$ cat src/rtl/nv_asyncfifo_rd_cg_ctrl.sv
// Read-side clock-gate sequencer for an async FIFO: OFF -> WAKE -> ON -> HOLD -> OFF.
// Optional statistics counters are enabled by defining NV_ASYNCFIFO_RD_CG_STATS_EN.
module nv_asyncfifo_rd_cg_ctrl #(
  parameter int HOLD_W   = 4,
  parameter int WAKE_CYC = 2
) (
  input  logic              rd_clk,
  input  logic              rd_reset,
  input  logic              fifo_not_empty,
  input  logic              rd_req,
  input  logic              wr_active_sync,
  input  logic              cfg_cg_disable,
  input  logic [HOLD_W-1:0] cfg_idle_hold,
  input  logic              dft_enable_r,
  output logic              rd_clk_en,
  output logic              rd_pop_ok,
  output logic [1:0]        rd_cg_state,
  output logic              rd_idle
`ifdef NV_ASYNCFIFO_RD_CG_STATS_EN
  ,
  output logic [31:0]       stat_gated_cyc,
  output logic [15:0]       stat_wake_cnt
`endif
);

  typedef enum logic [1:0] {
    ST_OFF  = 2'd0,
    ST_WAKE = 2'd1,
    ST_ON   = 2'd2,
    ST_HOLD = 2'd3
  } state_e;

  localparam logic [2:0]        WAKE_LOAD = 3'(WAKE_CYC - 1);
  localparam logic [HOLD_W-1:0] HOLD_ONE  = HOLD_W'(1);

  state_e            state_q, state_d;
  logic [2:0]        wake_cnt_q, wake_cnt_d;
  logic [HOLD_W-1:0] hold_cnt_q, hold_cnt_d;
  logic              func_en_q;
  logic              idle_q;
  logic              wake;

  assign wake = fifo_not_empty | rd_req | wr_active_sync | cfg_cg_disable;

  always_comb begin
    state_d    = state_q;
    wake_cnt_d = wake_cnt_q;
    hold_cnt_d = hold_cnt_q;
    case (state_q)
      ST_OFF: begin
        if (wake) begin
          state_d    = ST_WAKE;
          wake_cnt_d = WAKE_LOAD;
        end
      end
      ST_WAKE: begin
        if (wake_cnt_q == '0) begin
          state_d = ST_ON;
        end else begin
          wake_cnt_d = wake_cnt_q - 3'd1;
        end
      end
      ST_ON: begin
        if (!wake) begin
          if (cfg_idle_hold == '0) begin
            state_d = ST_OFF;
          end else begin
            state_d    = ST_HOLD;
            hold_cnt_d = cfg_idle_hold;
          end
        end
      end
      ST_HOLD: begin
        // Gate is still open here, so a returning wake skips the WAKE settle period.
        if (wake) begin
          state_d    = ST_ON;
          hold_cnt_d = '0;
        end else if (hold_cnt_q <= HOLD_ONE) begin
          state_d    = ST_OFF;
          hold_cnt_d = '0;
        end else begin
          hold_cnt_d = hold_cnt_q - HOLD_ONE;
        end
      end
      default: state_d = ST_OFF;
    endcase
  end

  always_ff @(posedge rd_clk) begin
    if (rd_reset) begin
      state_q    <= ST_OFF;
      wake_cnt_q <= '0;
      hold_cnt_q <= '0;
      func_en_q  <= 1'b0;
      idle_q     <= 1'b1;
    end else begin
      state_q    <= state_d;
      wake_cnt_q <= wake_cnt_d;
      hold_cnt_q <= hold_cnt_d;
      func_en_q  <= (state_d != ST_OFF);
      idle_q     <= (state_d == ST_OFF);
    end
  end

  // DFT enable is a pure mask on the outputs and never feeds back into the FSM.
  assign rd_clk_en   = func_en_q & dft_enable_r;
  assign rd_pop_ok   = (state_q == ST_ON) & fifo_not_empty & dft_enable_r;
  assign rd_cg_state = state_q;
  assign rd_idle     = idle_q;

`ifdef NV_ASYNCFIFO_RD_CG_STATS_EN
  logic [31:0] gated_cyc_q;
  logic [15:0] wake_cnt_stat_q;

  always_ff @(posedge rd_clk) begin
    if (rd_reset) begin
      gated_cyc_q     <= '0;
      wake_cnt_stat_q <= '0;
    end else begin
      if ((state_q == ST_OFF) && (gated_cyc_q != '1)) begin
        gated_cyc_q <= gated_cyc_q + 32'd1;
      end
      if ((state_q == ST_OFF) && (state_d == ST_WAKE) && (wake_cnt_stat_q != '1)) begin
        wake_cnt_stat_q <= wake_cnt_stat_q + 16'd1;
      end
    end
  end

  assign stat_gated_cyc = gated_cyc_q;
  assign stat_wake_cnt  = wake_cnt_stat_q;
`endif

endmodule

$ cat config.mk
export PLATFORM = sky130hd
export DESIGN_NAME = nv_asyncfifo_rd_cg_ctrl
export DESIGN_NICKNAME = d
export VERILOG_FILES = /design/src/rtl/nv_asyncfifo_rd_cg_ctrl.sv
export SDC_FILE = /design/constraint.sdc
export NUM_CORES = 1
export LEC_CHECK = 0
export BUFFER_PORTS_ARGS = -buffer_cell sky130_fd_sc_hd__buf_2
export CORE_MARGIN = 2
export CORE_UTILIZATION = 51
export DETAILED_ROUTE_END_ITERATION = 16
export HOLD_SLACK_MARGIN = 0.06
export PLACE_DENSITY = 0.74
export RECOVER_POWER = 100
export SLEW_MARGIN = 5
export SYNTH_ARGS = -nofsm -noshare
export SYNTH_HDL_FRONTEND = slang
export SYNTH_SLANG_ARGS = --single-unit
$ cat constraint.sdc
create_clock -name rd_clk -period 2.08 [get_ports rd_clk]
set_clock_uncertainty 0.2 [all_clocks]
set_input_delay 0 -clock rd_clk [delete_from_list [all_inputs] [get_ports rd_clk]]
set_output_delay 0 -clock rd_clk [all_outputs]
set_load 0.005 [all_outputs]
### Word-level counts from Yosys, hierarchy flattened

Index checks and enable logic that the tools add are counted.

* bits in registers: 11
* output and inout port bits: 5
* word-level logic and storage cells: 45

* $add $sub $neg: 2
* magnitude comparators: 1
* equality and inequality tests: 7
* multiplexer cells: 15
* bitwise logic cells: 6
* reductions and logical operators: 9

Operators by type and width (count)
* 2-to-1 mux 4 bit: 4
* 2-to-1 mux 2 bit: 6
* != test 2 bit, second input constant: 4
* case mux 2 bit (4 select lines): 1
* case mux 4 bit (2 select lines): 1
* 2-to-1 mux 3 bit: 2
* case mux 3 bit (2 select lines): 1
* AND reduction 3 bit: 2
* nonzero test 2 bit: 3
* equality test 2 bit, second input constant: 2
* less-or-equal comparator 4 x 1 -> 1 bit, second input constant: 1
* zero test 2 bit: 2
* zero test 4 bit: 1
* subtractor 4 x 1 -> 4 bit, second input constant: 1
* bitwise AND 1 bit: 3
* zero test 3 bit: 1
* bitwise OR 1 bit: 3
* subtractor 3 x 1 -> 3 bit, second input constant: 1
* equality test 2 x 1 -> 1 bit, second input constant: 1

### Logic depth before layout (Yosys ltp)

Gate-level depths: netlist of the first run.

* depth in word-level cells: 6
* gate-level depth with buffers: 6

### Worst setup path after synthesis of the first run

OpenSTA, ideal clock, no wires.

* path kind: flip-flop to flip-flop
* start: register hold_cnt_q[0]
* end: register hold_cnt_q[0]
* library setup time: 0.091 ns
* arrival: 1.584 ns
* data required time: 1.789 ns
* setup slack: 0.205 ns
* cell stages (with the launch flop): 7
* path buffers: 0
* period minus slack after synthesis: 1.875 ns
* path through: dfxtp_1 > inv_1 > ha_1 > or2_2 > a211oi_4 > a22oi_1 > a311oi_1

* cells in the longest elaborated chain, start to end: 4
* elaborated cells on any way between the ends: 5
* those cells by class: 1 x add/sub; 1 x order compare; 3 x mux

RTL lines
* start: declaration: line 38 `logic [HOLD_W-1:0] hold_cnt_q, hold_cnt_d;`
* start signal: assignment: line 99 `hold_cnt_q <= hold_cnt_d;`
* subtractor 4 x 1 -> 4 bit or less-or-equal comparator 4 x 1 -> 1 bit (tied branches): line 82, 78
* 2-to-1 mux 4 bit (*): line 78 `end else if (hold_cnt_q <= HOLD_ONE) begin`
* 2-to-1 mux 4 bit (*): line 75 `if (wake) begin`
* case mux 4 bit (2 select lines) (*): line 49 `case (state_q)`

Mark *: on every way between the ends. The rest lies on a longest branch, timed or not.
A chain may end at the register's enable or synchronous reset.

### Worst setup path in the final report of the first run

* start: register hold_cnt_q[1]
* end: register hold_cnt_q[3]

The elaborated chain is that of the path after synthesis.

==> flow_summary_export.csv, run 1 <==
group,metric,value,unit
floorplanning,io_pins,16,
layout,layout_common_cells,"dlygate4sd3_1 (10), dfxtp_1 (9), buf_2 (9)",
sta,finalWorstSetupSlack,0.06131,ns
layout,diodes,0,
synthesis,ys.warnings.count,0,
power_and_ir_drop,ir_drop,0.3434,mV
floorplanning,rows,13,
global_routing,grt_max_degree,14,
synthesis,avgSynthCellArea,8.082,um^2
sta,max_freq,495.4,MHz
sta,maxSlewHeadroom,58.24,%
global_routing,first_global_vias,623,
layout,design_area,927.1,um^2
clocking,htreeDepth,1,
clocking,cts_sinks,11,
layout,final_nets,131,
power_and_ir_drop,leakage,0.3511,nW
sta,hold_viol_final,0,
synthesis,synth_top_area_share,31.32,%
synthesis,ys_ff_latch,11,
synthesis,postSynthCellCount,87,
synthesis,seq_area_frac_synth,31.32,%
floorplanning,die_h,41.13,um
floorplanning,die_w,41.13,um
synthesis,synth_largest_area_cell,"dfxtp_1",
detailed_routing,post_drt_wl_per_cell,13.39,um
sta,finalCritPeriodShare,97.05,%
detailed_routing,finalWirelength,1741,um
layout,drive_gt1_share,17.39,%
floorplanning,initial_core_util,54.04,%
synthesis,syn_area,703.2,um^2
power_and_ir_drop,p_total,721.2,uW
synthesis,syn_nets,102,
synthesis,ys_top_cells_by_area,"dfxtp_1 (31%), ha_1 (7.1%), a21oi_1 (5.7%)",
detailed_routing,viasPerCell,5.692,
job,max_cap_violations,0,
worst_setup_path,crit_fanout,5,
clocking,cts_tree,"done",
sta,worstMarginPinSlew,0.6213,ns
place,portBuffers,15,
sta,finalSetupViolCount,0,
global_routing,antenna_found_initial,0,
clocking,clk_pin_slew,0.07,ns
place,dp_cells,115,
worst_setup_path,cp-end-kind,"flip-flop",
detailed_routing,drt-initial-drc-count,14,
synthesis,synth_cell_types,32,
detailed_routing,firstDrtPassIters,4,
floorplanning,dieArea,1692,um^2
place,dpl-instance-area,795.8,um^2
sta,setup_tns,0,ns
place,dpl.hpwl,1206,um
clocking,clkLatencyLatePin,0.28,ns
clocking,cts_buffer_depth,2,
worst_setup_path,path_class,"reg -> reg",
global_routing,grt.total_usage,23.40,%
layout,final_cells,130,
worst_setup_path,cp.arrival,2.01,ns
power_and_ir_drop,p_per_area,777.9,nW/um^2
floorplanning,fp.coreArea,1301,um^2
sta,slew_violations,0,
global_routing,grt_overflow,0,
outcome,status,"finished, final reports clean",
worst_setup_path,start_kind,"flip-flop",
place,pre_cts_ws,-0.01677,ns
layout,mostFrequentLayoutCell,"dlygate4sd3_1",
clocking,cts_buffers,3,
place,place_congestion,0.8231,
detailed_routing,ant_nets,0,
layout,syn_to_final_growth,31.85,%
worst_hold_path,hold_path_class,"in -> out",
sta,period_needed,2.019,ns
clocking,cts_root_buffer,"clkbuf_4",
global_routing,grt_first_pass_wirelength,2497,um
detailed_routing,vias,740,
detailed_routing,drcViolationCount,0,
worst_setup_path,required,2.07,ns
per-stage QoR:
step	hold slack [ns]	util (%)
6_report	0.07320	71.25
5_1_grt	0.1275	71.25
3_5_place_dp	0.09124	61.15
4_1_cts	0.09167	70.87
3_3_place_gp	0.08688	61.15
2_1_floorplan	-0.1230	-
where the power goes:
part           switching (mW)  internal, mW  total [mW]  leakage (nW)
combinational           0.175         0.127       0.302         0.245
sequential             0.0257         0.243       0.269        0.0915
clock                  0.0760        0.0745       0.151        0.0150
total                   0.277         0.445       0.721         0.351
cell families (layout without fill, tap and decap cells):
kind of cell / after synthesis / in the layout / share of synthesized area, %
buffers and inverters: 13 / 41 / 7.116
DFF: 11 / 11 / 31.32
and+or+nand+nor: 26 / 26 / 19.58
adders and majority gates: 4 / 4 / 7.118
AOI/OAI and AO/OA: 31 / 31 / 32.03
muxes: 2 / 2 / 2.847
layout make-up:
class                   instances  area [um^2]
well taps                      15        18.77
clock buffers                   4        26.28
fillers                       114        374.1
flip-flops and latches         11        222.7
repair buffers                 28        186.4
multi-input cells              63        439.2
inverters                       9        33.78
registers in the layout, indices dropped and copies added, names as in the netlist:
name         count
rd_idle          1
rd_cg_state      2
hold_cnt_q       4
wake_cnt_q       3
func_en_q        1
worst max-delay path, cell delays in order (launching register included):
cell	delay, ns
dfxtp_2	0.35
inv_1	0.06
ha_1	0.21
or2_2	0.35
a211oi_4	0.33
buf_4	0.17
a22oi_1	0.05
o32ai_1	0.21
what timing repair did:
action                     CTS  global route
hold endpoints to repair    11             0
setup buffers                0             1
pin swaps                    1             2
hold buffers                10             0
setup endpoints to repair    1             3
gates resized for setup      0             3
cells in the mapped netlist:
library cell and n:
nand3_1 2, a211oi_4 1, o22a_1 1, o32ai_1 2, o21ai_0 3, a32oi_1 1, inv_1 8, nor2_1 7
mux2i_1 2, clkbuf_1 3, or3_1 1, ha_1 4, a22oi_1 3, nor3_1 1, or2_2 1, o21ai_1 1
nand4_1 1, nand2_1 5, a21oi_1 8, clkinv_1 1, a311oi_1 4, and2_1 1, a21o_1 1, or4_1 2
a211oi_1 4, nor4_2 1, nor4_1 1, o31ai_1 1, nand2b_1 3, o211ai_1 1, buf_2 1, dfxtp_1 11
path summary, 6_finish.rpt:
check                 start            end  slack (ns)  cells after the start
max           hold_cnt_q[1]  hold_cnt_q[3]        0.06                      7
min          fifo_not_empty      rd_pop_ok        0.07                      4
max reg2reg   hold_cnt_q[1]  hold_cnt_q[3]        0.06                      7
min reg2reg   hold_cnt_q[3]  hold_cnt_q[3]        0.30                      2
per-layer routing:
layer  track usage, %  vias up  part of all wire (%)
met1            23.61      322                    40
met4            15.32        0                   3.4
met3            3.261        7                   6.1
met5                0        -                     0
li1                 -      382                     -
met2            43.75       29                    50
(Power assumes the default switching activity.)
==> run 2, diff against run 1 <==
- PLACE_DENSITY: 0.74 -> 0.76
==> run 2 against run 1 <==
  * Largest power group unchanged
  * The run now ends with negative hold slack left
  * Maximum frequency rose by 1.6%
  * Via count increased by 0.27%
  * Sequential power rose by 2%
  * Critical path depth shrank 1
  * Largest cell class unchanged
==> flow_summary_export.csv, run 2 (synthesized netlist as in run 1, its figures left out) <==
group,metric,value,unit
outcome,violations,"negative hold slack",
floorplanning,rows,13,
place,place_congestion,0.8261,
layout,final_nets,130,
layout,layout_common_cells,"buf_2 (12), dfxtp_1 (9), inv_1 (8), a21oi_1 (8)",
sta,hold_ws,-0.06272,ns
floorplanning,io_pins,16,
power_and_ir_drop,ir_drop,0.4155,mV
detailed_routing,drt-initial-drc-count,9,
floorplanning,dieArea,1692,um^2
sta,worstMarginPinSlew,0.4181,ns
layout,design_area,922.1,um^2
power_and_ir_drop,cellInternalPower,448.3,uW
layout,fillers,120,
clocking,cts_root_buffer,"clkbuf_4",
clocking,clkLatencyLatePin,0.27,ns
clocking,cts_tree,"done",
detailed_routing,firstDrtPassIters,4,
sta,setup_tns,0,ns
sta,slew_violations,0,
global_routing,first_global_vias,605,
outcome,status,"complete, but fails checks",
layout,syn_to_final_growth,31.14,%
global_routing,antenna_found_initial,0,
detailed_routing,post_drt_wl_per_cell,13.80,um
global_routing,grt_overflow,0,
clocking,htreeDepth,1,
worst_setup_path,start_kind,"primary input",
worst_setup_path,cp.arrival,1.96,ns
power_and_ir_drop,p_seq_share,37.5,%
global_routing,grt.total_usage,22.60,%
detailed_routing,vias,742,
global_routing,grt_max_degree,14,
place,dpl.hpwl,1228,um
sta,finalCritPeriodShare,95.50,%
sta,period_needed,1.987,ns
worst_setup_path,crit_fanout,6,
detailed_routing,drcViolationCount,0,
worst_setup_path,cp-end-kind,"flip-flop",
worst_setup_path,required,2.05,ns
clocking,clk_pin_slew,0.07,ns
power_and_ir_drop,switchingPower,284.1,uW
detailed_routing,ant_nets,0,
job,max_cap_violations,0,
detailed_routing,viasPerCell,5.752,
clocking,cts_buffer_depth,2,
sta,maxSlewHeadroom,71.87,%
clocking,cts_sinks,11,
worst_setup_path,path_class,"in -> reg",
floorplanning,die_h,41.13,um
place,dpl-instance-area,810.8,um^2
worst_hold_path,hold_path_class,"in -> reg",
sta,max_freq,503.4,MHz
power_and_ir_drop,leakage,0.3625,nW
floorplanning,die_w,41.13,um
clocking,cts_buffers,3,
layout,largest_register,"hold_cnt_q",
floorplanning,initial_core_util,54.04,%
layout,drive_gt1_share,22.81,%
sta,hold_viol_final,1,
power_and_ir_drop,pwr-share-clk,20.4,%
floorplanning,fp.coreArea,1301,um^2
place,portBuffers,15,
global_routing,grt_first_pass_wirelength,2449,um
layout,largest_reg_flops,4,
power_and_ir_drop,swShare,38.80,%
layout,mostFrequentLayoutCell,"buf_2",
layout,diodes,0,
sta,finalSetupViolCount,0,
power_and_ir_drop,p_comb_share,42.1,%
power_and_ir_drop,p_per_area,794.2,nW/um^2
detailed_routing,finalWirelength,1780,um
layout,final_core_util,70.87,%
-- run 2: path summary, 6_finish.rpt --
check / from / end / slack (ns) / depth (start not counted)
max: cfg_cg_disable / hold_cnt_q[2] / 0.09 / 6
min: wr_active_sync / wake_cnt_q[2] / -0.06 / 3
max reg2reg: hold_cnt_q[0] / hold_cnt_q[2] / 0.10 / 6
min reg2reg: hold_cnt_q[3] / hold_cnt_q[3] / 0.32 / 2
-- run 2: power groups by stage --
stage	Clock [mW]	Sequential [mW]	Combinational (mW)
6_report	0.150	0.274	0.308
2_1_floorplan	0	0.267	0.214
3_3_place_gp	0	0.275	0.287
5_1_grt	0.163	0.278	0.343
4_1_cts	0.154	0.273	0.303
3_5_place_dp	0	0.278	0.293
-- run 2: area by class of cell --
type	instances	area (um^2)	area share, %
Clock buffer	4	26.28	2.849
Multi-Input combinational cell	63	449.2	48.71
Tap cell	15	18.77	2.035
Sequential cell	11	222.7	24.15
Timing Repair Buffer	27	171.4	18.59
Inverter	9	33.78	3.664
-- run 2: routing by layer --
metal	vias up	wire, um	global-route usage, %
met2	17	827	35.94
met1	345	886	29.08
met3	2	53	3.261
li1	378	-	-
met5	-	0	0
met4	0	13	12.10
-- run 2: through the flow --
stage	total power, mW	cells	setup slack [ns]
detailed placement	0.5703	117	0.06539
global placement	0.5625	117	0.1151
CTS	0.7297	128	0.04726
finish	0.7324	129	0.09350
global route	0.7843	129	-0.01114
floorplan	0.4808	87	0.2049
-- run 2: timing repair --
item,CTS,global route
setup endpoints to repair,0,4
hold buffers,7,1
buffers inserted,0,1
resized for setup,0,6
hold endpoints to repair,11,4
-- run 2: critical path, cell delays in order --
cell	delay (ns)
dlygate4sd3_1	0.54
buf_2	0.14
or4_4	0.48
a211oi_4	0.36
a32oi_1	0.16
o32ai_1	0.29
